File: config.mk
export PLATFORM = sky130hd
export DESIGN_NAME = psum_accumulator_flat
export DESIGN_NICKNAME = d
export VERILOG_FILES = /design/src/rtl/psum_accumulator_if.sv /design/src/rtl/psum_accumulator.sv /design/src/flat_wrapper.sv
export SDC_FILE = /design/constraint.sdc
export NUM_CORES = 1
export LEC_CHECK = 0
export BUFFER_PORTS_ARGS = -buffer_cell sky130_fd_sc_hd__buf_2
export CORE_ASPECT_RATIO = 0.9
export CORE_UTILIZATION = 52
export CTS_CLUSTER_DIAMETER = 30
export DETAILED_ROUTE_END_ITERATION = 8
export PLACE_DENSITY_LB_ADDON = 0.2
export SKIP_LAST_GASP = 1
export SYNTH_ARGS = -nofsm -noshare
export SYNTH_HDL_FRONTEND = slang
export SYNTH_SLANG_ARGS = --single-unit
File: constraint.sdc
create_clock -name clk -period 3.4 [get_ports clk]
set_input_delay 0.68 -clock clk [delete_from_list [all_inputs] [get_ports clk]]
set_output_delay 0.68 -clock clk [all_outputs]
set_load 0.02 [all_outputs]
File: src/rtl/psum_accumulator_if.sv
// Result stream from psum_accumulator toward the output buffer / writeback.
// master drives data/valid, slave returns ready.
interface psum_accumulator_if #(
  parameter int ACC_WIDTH = 24
);
  logic signed [ACC_WIDTH-1:0] out_data;
  logic                        out_valid;
  logic                        out_ready;

  modport master (output out_data, output out_valid, input out_ready);
  modport slave  (input out_data, input out_valid, output out_ready);
endinterface

File: src/rtl/psum_accumulator.sv
// Accumulates num_tiles adder-tree partial sums per output element, num_outs elements per job,
// into a small result FIFO. Optional macro PSUM_ACC_SATURATE_EN selects saturating accumulation.
module psum_accumulator #(
  parameter int DATA_WIDTH = 16,
  parameter int ACC_WIDTH  = 24,
  parameter int CNT_WIDTH  = 8,
  parameter int FIFO_DEPTH = 4
) (
  input  logic                         clk,
  input  logic                         rst_n,
  input  logic                         start,
  input  logic        [CNT_WIDTH-1:0]  num_tiles,
  input  logic        [CNT_WIDTH-1:0]  num_outs,
  input  logic signed [DATA_WIDTH-1:0] psum_in,
  input  logic                         psum_valid,
  psum_accumulator_if.master           res,
  output logic                         busy,
  output logic                         done,
  output logic                         overflow
);

  localparam int PTR_W = $clog2(FIFO_DEPTH);
  localparam logic [CNT_WIDTH-1:0] CNT_ONE = CNT_WIDTH'(1);
  localparam logic [PTR_W:0]       PTR_ONE = (PTR_W+1)'(1);

  typedef enum logic [1:0] {IDLE, RUN, DRAIN} state_t;
  state_t state, state_nxt;

  logic        [CNT_WIDTH-1:0] tiles_m1, outs_m1, tile_cnt, out_cnt;
  logic signed [ACC_WIDTH-1:0] psum_ext, acc_p0, sum_p0, res_p1;
  logic                        vld_p1;
  logic                        last_tile, last_out, take_psum;
  logic signed [ACC_WIDTH-1:0] mem [FIFO_DEPTH];
  logic        [PTR_W:0]       wr_ptr, rd_ptr;
  logic                        fifo_empty, fifo_full, fifo_pop, fifo_push;

`ifdef PSUM_ACC_SATURATE_EN
  localparam logic signed [ACC_WIDTH-1:0] ACC_MAX = {1'b0, {(ACC_WIDTH-1){1'b1}}};
  localparam logic signed [ACC_WIDTH-1:0] ACC_MIN = {1'b1, {(ACC_WIDTH-1){1'b0}}};

  logic                      sat_p0, sat_hit_p0;
  logic signed [ACC_WIDTH:0] wide_p0;

  function automatic logic out_of_range(input logic signed [ACC_WIDTH:0] x);
    return x[ACC_WIDTH] != x[ACC_WIDTH-1];
  endfunction

  function automatic logic signed [ACC_WIDTH-1:0] saturate(input logic signed [ACC_WIDTH:0] x);
    if (!out_of_range(x)) return x[ACC_WIDTH-1:0];
    return x[ACC_WIDTH] ? ACC_MIN : ACC_MAX;
  endfunction
`endif

  assign psum_ext  = ACC_WIDTH'(psum_in);
  assign take_psum = (state == RUN) && psum_valid;
  assign last_tile = (tile_cnt == tiles_m1);
  assign last_out  = (out_cnt == outs_m1);

  // Stage p0: running sum of the current element
  always_comb begin
    sum_p0 = acc_p0 + psum_ext;
`ifdef PSUM_ACC_SATURATE_EN
    wide_p0    = {acc_p0[ACC_WIDTH-1], acc_p0} + {psum_ext[ACC_WIDTH-1], psum_ext};
    sat_hit_p0 = sat_p0 | out_of_range(wide_p0);
    // Once an element has clamped it stays clamped until it is pushed.
    sum_p0     = sat_p0 ? acc_p0 : saturate(wide_p0);
`endif
  end

  // FSM: state register
  always_ff @(posedge clk) begin
    if (!rst_n) state <= IDLE;
    else        state <= state_nxt;
  end

  // FSM: next state
  always_comb begin
    state_nxt = state;
    unique case (state)
      IDLE:    if (start) state_nxt = RUN;
      RUN:     if (take_psum && last_tile && last_out) state_nxt = DRAIN;
      DRAIN:   if (fifo_empty && !vld_p1) state_nxt = IDLE;
      default: state_nxt = IDLE;
    endcase
  end

  // FSM: outputs
  always_comb begin
    busy = (state != IDLE);
    done = (state == DRAIN) && fifo_empty && !vld_p1;
  end

  always_ff @(posedge clk) begin
    if (!rst_n) begin
      tiles_m1 <= '0;
      outs_m1  <= '0;
      acc_p0   <= '0;
      tile_cnt <= '0;
      out_cnt  <= '0;
      vld_p1   <= 1'b0;
      overflow <= 1'b0;
      wr_ptr   <= '0;
      rd_ptr   <= '0;
`ifdef PSUM_ACC_SATURATE_EN
      sat_p0   <= 1'b0;
`endif
    end else begin
      vld_p1 <= 1'b0;
      if ((state == IDLE) && start) begin
        tiles_m1 <= num_tiles - CNT_ONE;
        outs_m1  <= num_outs - CNT_ONE;
        acc_p0   <= '0;
        tile_cnt <= '0;
        out_cnt  <= '0;
        overflow <= 1'b0;
`ifdef PSUM_ACC_SATURATE_EN
        sat_p0   <= 1'b0;
`endif
      end else if (take_psum) begin
        if (last_tile) begin
          acc_p0   <= '0;
          tile_cnt <= '0;
          out_cnt  <= out_cnt + CNT_ONE;
          vld_p1   <= 1'b1;
`ifdef PSUM_ACC_SATURATE_EN
          sat_p0   <= 1'b0;
`endif
        end else begin
          acc_p0   <= sum_p0;
          tile_cnt <= tile_cnt + CNT_ONE;
`ifdef PSUM_ACC_SATURATE_EN
          sat_p0   <= sat_hit_p0;
`endif
        end
      end
      if (fifo_pop)  rd_ptr <= rd_ptr + PTR_ONE;
      if (fifo_push) wr_ptr <= wr_ptr + PTR_ONE;
      // A finished element with nowhere to go is lost; the job still counts it.
      if (vld_p1 && !fifo_push) overflow <= 1'b1;
    end
  end

  // Stage p1: finished element waiting to enter the FIFO
  always_ff @(posedge clk) begin
    if (take_psum && last_tile) res_p1 <= sum_p0;
  end

  assign fifo_empty = (wr_ptr == rd_ptr);
  assign fifo_full  = (wr_ptr[PTR_W] != rd_ptr[PTR_W]) &&
                      (wr_ptr[PTR_W-1:0] == rd_ptr[PTR_W-1:0]);
  assign fifo_pop   = !fifo_empty && res.out_ready;
  assign fifo_push  = vld_p1 && (!fifo_full || fifo_pop);

  always_ff @(posedge clk) begin
    if (fifo_push) mem[wr_ptr[PTR_W-1:0]] <= res_p1;
  end

  assign res.out_valid = !fifo_empty;
  assign res.out_data  = fifo_empty ? '0 : mem[rd_ptr[PTR_W-1:0]];

endmodule

File: src/flat_wrapper.sv
// flat-port wrapper written by rule: the top's interface ports become plain ports
module psum_accumulator_flat 
#(
  parameter int DATA_WIDTH = 16,
  parameter int ACC_WIDTH  = 24,
  parameter int CNT_WIDTH  = 8,
  parameter int FIFO_DEPTH = 4
)
  (clk, rst_n, start, num_tiles, num_outs, psum_in, psum_valid, busy, done, overflow, res_out_data, res_out_valid, res_out_ready);
  psum_accumulator_if #(.ACC_WIDTH(ACC_WIDTH)) res_i ();
  input  logic clk;
  input  logic rst_n;
  input  logic start;
  input  logic        [CNT_WIDTH-1:0] num_tiles;
  input  logic        [CNT_WIDTH-1:0] num_outs;
  input  logic signed [DATA_WIDTH-1:0] psum_in;
  input  logic psum_valid;
  output logic busy;
  output logic done;
  output logic overflow;
  output wire logic [$bits(res_i.out_data)-1:0] res_out_data;
  output wire logic [$bits(res_i.out_valid)-1:0] res_out_valid;
  input wire logic [$bits(res_i.out_ready)-1:0] res_out_ready;
  assign res_out_data = res_i.out_data;
  assign res_out_valid = res_i.out_valid;
  assign res_i.out_ready = res_out_ready;
  psum_accumulator #(.DATA_WIDTH(DATA_WIDTH), .ACC_WIDTH(ACC_WIDTH), .CNT_WIDTH(CNT_WIDTH), .FIFO_DEPTH(FIFO_DEPTH)) u_core (.clk(clk), .rst_n(rst_n), .start(start), .num_tiles(num_tiles), .num_outs(num_outs), .psum_in(psum_in), .psum_valid(psum_valid), .res(res_i), .busy(busy), .done(done), .overflow(overflow));
endmodule
==> metrics.txt <==
final slew viol count=0; Fmax=364 MHz; uppermost layer routed=met4; Initial Utilization=53.4%; top cells by area, synth=edfxtp_1 (42%), dfxtp_1 (16%), mux4_2 (6.2%); register bit count reported by yosys=188; Synth async-reset ratio=0%; r2r startpoint=u_core.acc_p0[0]$_SDFFE_PP0P_; Post-synth top flop=edfxtp_1; Final Hold Fails=0; post-synthesis sequential area ratio=57.2%; ant diodes=0; DR iter-0 viols=330; cell depth of the worst flop-to-flop path=9; CP required=2.72 ns; syn avg cell area=12.6 µm²; GRT overflow=0; crit path capture=res_out_data[23]; die area=17,200 µm²; setup bufs post-CTS=0; Lkg Pwr=3.86 nW; Rel. slew slack=32.1%; largest net degree at the start of global routing=34; setup ws final=0.652 ns; WL/cell=17.0 µm; status=complete, but fails checks; vias in the first global route=5,416; Routed WL=16,600 µm; clock skew=0.00837 ns; Worst path max stage delay=0.54 ns; Post-synth EDFFs=120; worst hold path class=reg -> reg; maximum capacitance violations=0; via count=5,491; cells after synthesis=687; CTS Buf Count=17; Hold-fix buffers, CTS=0; Final HPWL DP=11,300 µm; Final ANT Viol Nets=0; fin crit share=80.8%; WL met3=827 µm; FF-to-FF setup slack=0.73 ns; Cell variety after synth=62; RSZ-0062 raised after global routing=no; RD Place Congestion=0.904; peak supply drop=0.378 mV; CP top delay family=multiplexers; CTS tree=built; endpoints failing setup=0; CP max FO=21; Via density=5.63; first-pass GRT wire length=27,200 µm; post-synth top area cell=edfxtp_1; Stages on worst setup path=4; width of the chip=138 µm; FP Rows=44; CP Data Arrival Time=2.07 ns; IO Port Bufs=64; drt pass-1 iters=6; met2 routed WL=8100 µm; Setup CP Type=reg -> out; fraction of layout cells with a size suffix above 1=19.1%; startpoint type of the worst setup path=register; number of gates resized after CTS=0; GRT Resource Usage Total=20.6%; core area=16,200 µm²; Fillers=1,275; root buf cell=clkbuf_16; Worst R2R End=u_core.res_p1[16]$_DFFE_PP_; CP Capture Type=output port; crit-path cells=buf_12, mux4_2, and2_1, buf_2; top cell type's share of synthesized area=41.5%; Syn-to-layout area delta=13.7%; Place WS=0.273 ns; Pwr per Cell Area=489 nW/µm²; Clock Path Buffers=2; DRC=8; Reg clk slew, reported paths=0.07 ns; I/O pin count=65; htree depth=4; cell area after synthesis=8680 µm²; Syn. warnings=0; Post-Syn Nets=757; antenna violations before repair=0; clock sink count=188; CP bufs+invs=2; crit path time final=2.75 ns; met1 WL=7470 µm; failing checks=design-rule violations; TNS Setup=0 ns; worst slew pin tran=1.02 ns; critical path's slowest cell=mux4_2; Clock Latency Late Sink=0.43 ns; chip height=125 µm; Layout Nets=825
-- power by group --
| group | internal, W | switching (W) | total (W) |
|---|---|---|---|
| Sequential | 0.00245 | 0.0000273 | 0.00248 |
| Clock | 0.00118 | 0.000829 | 0.00201 |
| Combinational | 0.000137 | 0.000196 | 0.000333 |
-- synth_stat cells (3+ instances only) --
cell        n
inv_1      19
nor3_1     10
nand2b_1    6
edfxtp_1  120
o21a_1      7
nor2_1     53
xor2_1     33
ha_1       32
nand3_1    11
and3_1      5
nand2_1    49
o211ai_1    3
and2_1     33
a21oi_1    22
nand4_1    10
a22o_1      6
o21ai_0    13
a211oi_1    7
o211a_1    16
nor2b_1     7
a21o_1      9
dfxtp_1    68
a22oi_1    12
clkbuf_1   22
or3_1       5
o31ai_1     3
mux4_2     24
a211oi_2    4
xnor2_1    31
mux2i_1     4
nor4_1      4
-- worst reg2reg max path: stages (launching register included) --
cell and delay [ns]:
dfxtp_1 0.31, ha_1 0.20, fa_1 0.42, a21o_1 0.22, a221oi_4 0.31, o21a_4 0.22, a21oi_2 0.05, o21a_1 0.17
or3_1 0.32, and2_2 0.19
-- flip-flops by register name, indices dropped and copies added, names as in the netlist, named ones only --
name and cells:
u_core.acc_p0 24, u_core.mem 96, u_core.out_cnt 8, u_core.outs_m1 8
u_core.overflow 1, u_core.rd_ptr 3, u_core.res_p1 24, u_core.state 2
u_core.tile_cnt 8, u_core.tiles_m1 8, u_core.vld_p1 1, u_core.wr_ptr 3
-- worst min path at each step --
stage                                   startpoint                        endpoint  slack [ns]  depth (start not counted)
global placement    u_core.acc_p0[17]$_SDFFE_PP0P_  u_core.acc_p0[17]$_SDFFE_PP0P_        0.45                          2
finish              u_core.acc_p0[17]$_SDFFE_PP0P_  u_core.acc_p0[17]$_SDFFE_PP0P_        0.46                          2
floorplan           u_core.acc_p0[15]$_SDFFE_PP0P_  u_core.acc_p0[15]$_SDFFE_PP0P_        0.43                          2
global route         u_core.acc_p0[9]$_SDFFE_PP0P_   u_core.acc_p0[9]$_SDFFE_PP0P_        0.49                          2
CTS                 u_core.acc_p0[17]$_SDFFE_PP0P_  u_core.acc_p0[17]$_SDFFE_PP0P_        0.47                          2
detailed placement  u_core.acc_p0[17]$_SDFFE_PP0P_  u_core.acc_p0[17]$_SDFFE_PP0P_        0.45                          2
-- layout make-up --
| type | count | area (µm²) | share of cell area (%) |
|---|---|---|---|
| Sequential cell | 188 | 4960 | 50.3 |
| Multi-Input combinational cell | 452 | 3550 | 35.9 |
| Clock buffer | 23 | 458 | 4.64 |
| Timing Repair Buffer | 76 | 423 | 4.29 |
| Tap cell | 207 | 259 | 2.62 |
| Clock inverter | 9 | 141 | 1.43 |
| Inverter | 20 | 75.1 | 0.761 |
-- per-layer routing --
layer	GRT usage (%)	vias up
met2	34.7	139
met4	6.61	0
met1	26.0	2649
li1	-	2683
met3	5.11	20
met5	0	-
-- metrics by stage --
stage	power [W]	hold WS (ns)	std cells	utilization, %	area [µm²]
floorplan	0.00276	0.429	687	-	8680
global placement	0.00285	0.446	943	57.1	9270
global route	0.00500	0.485	975	60.8	9870
finish	0.00483	0.464	975	60.8	9870
detailed placement	0.00286	0.451	943	57.1	9270
CTS	0.00486	0.465	975	60.8	9870
-- layout by cell type, fill, tap and decap left out, types with 24 or more instances in the layout --
cell type / instances
and2_1: 33
buf_2: 64
dfxtp_1: 68
edfxtp_1: 120
ha_1: 32
mux4_2: 24
nand2_1: 49
nor2_1: 49
xnor2_1: 31
xor2_1: 33
-- logic make-up (layout without fill, tap and decap cells) --
logic type	after synthesis	count (layout)	share of synthesized area [%]
xor+xnor	64	64	6.46
flops	188	188	57.2
fa+ha+maj	33	33	4.84
simple gates	201	201	11.4
buf+inv	47	128	2.08
compound gates	126	126	11.3
mux	28	28	6.69
(Power assumes the default switching activity.)
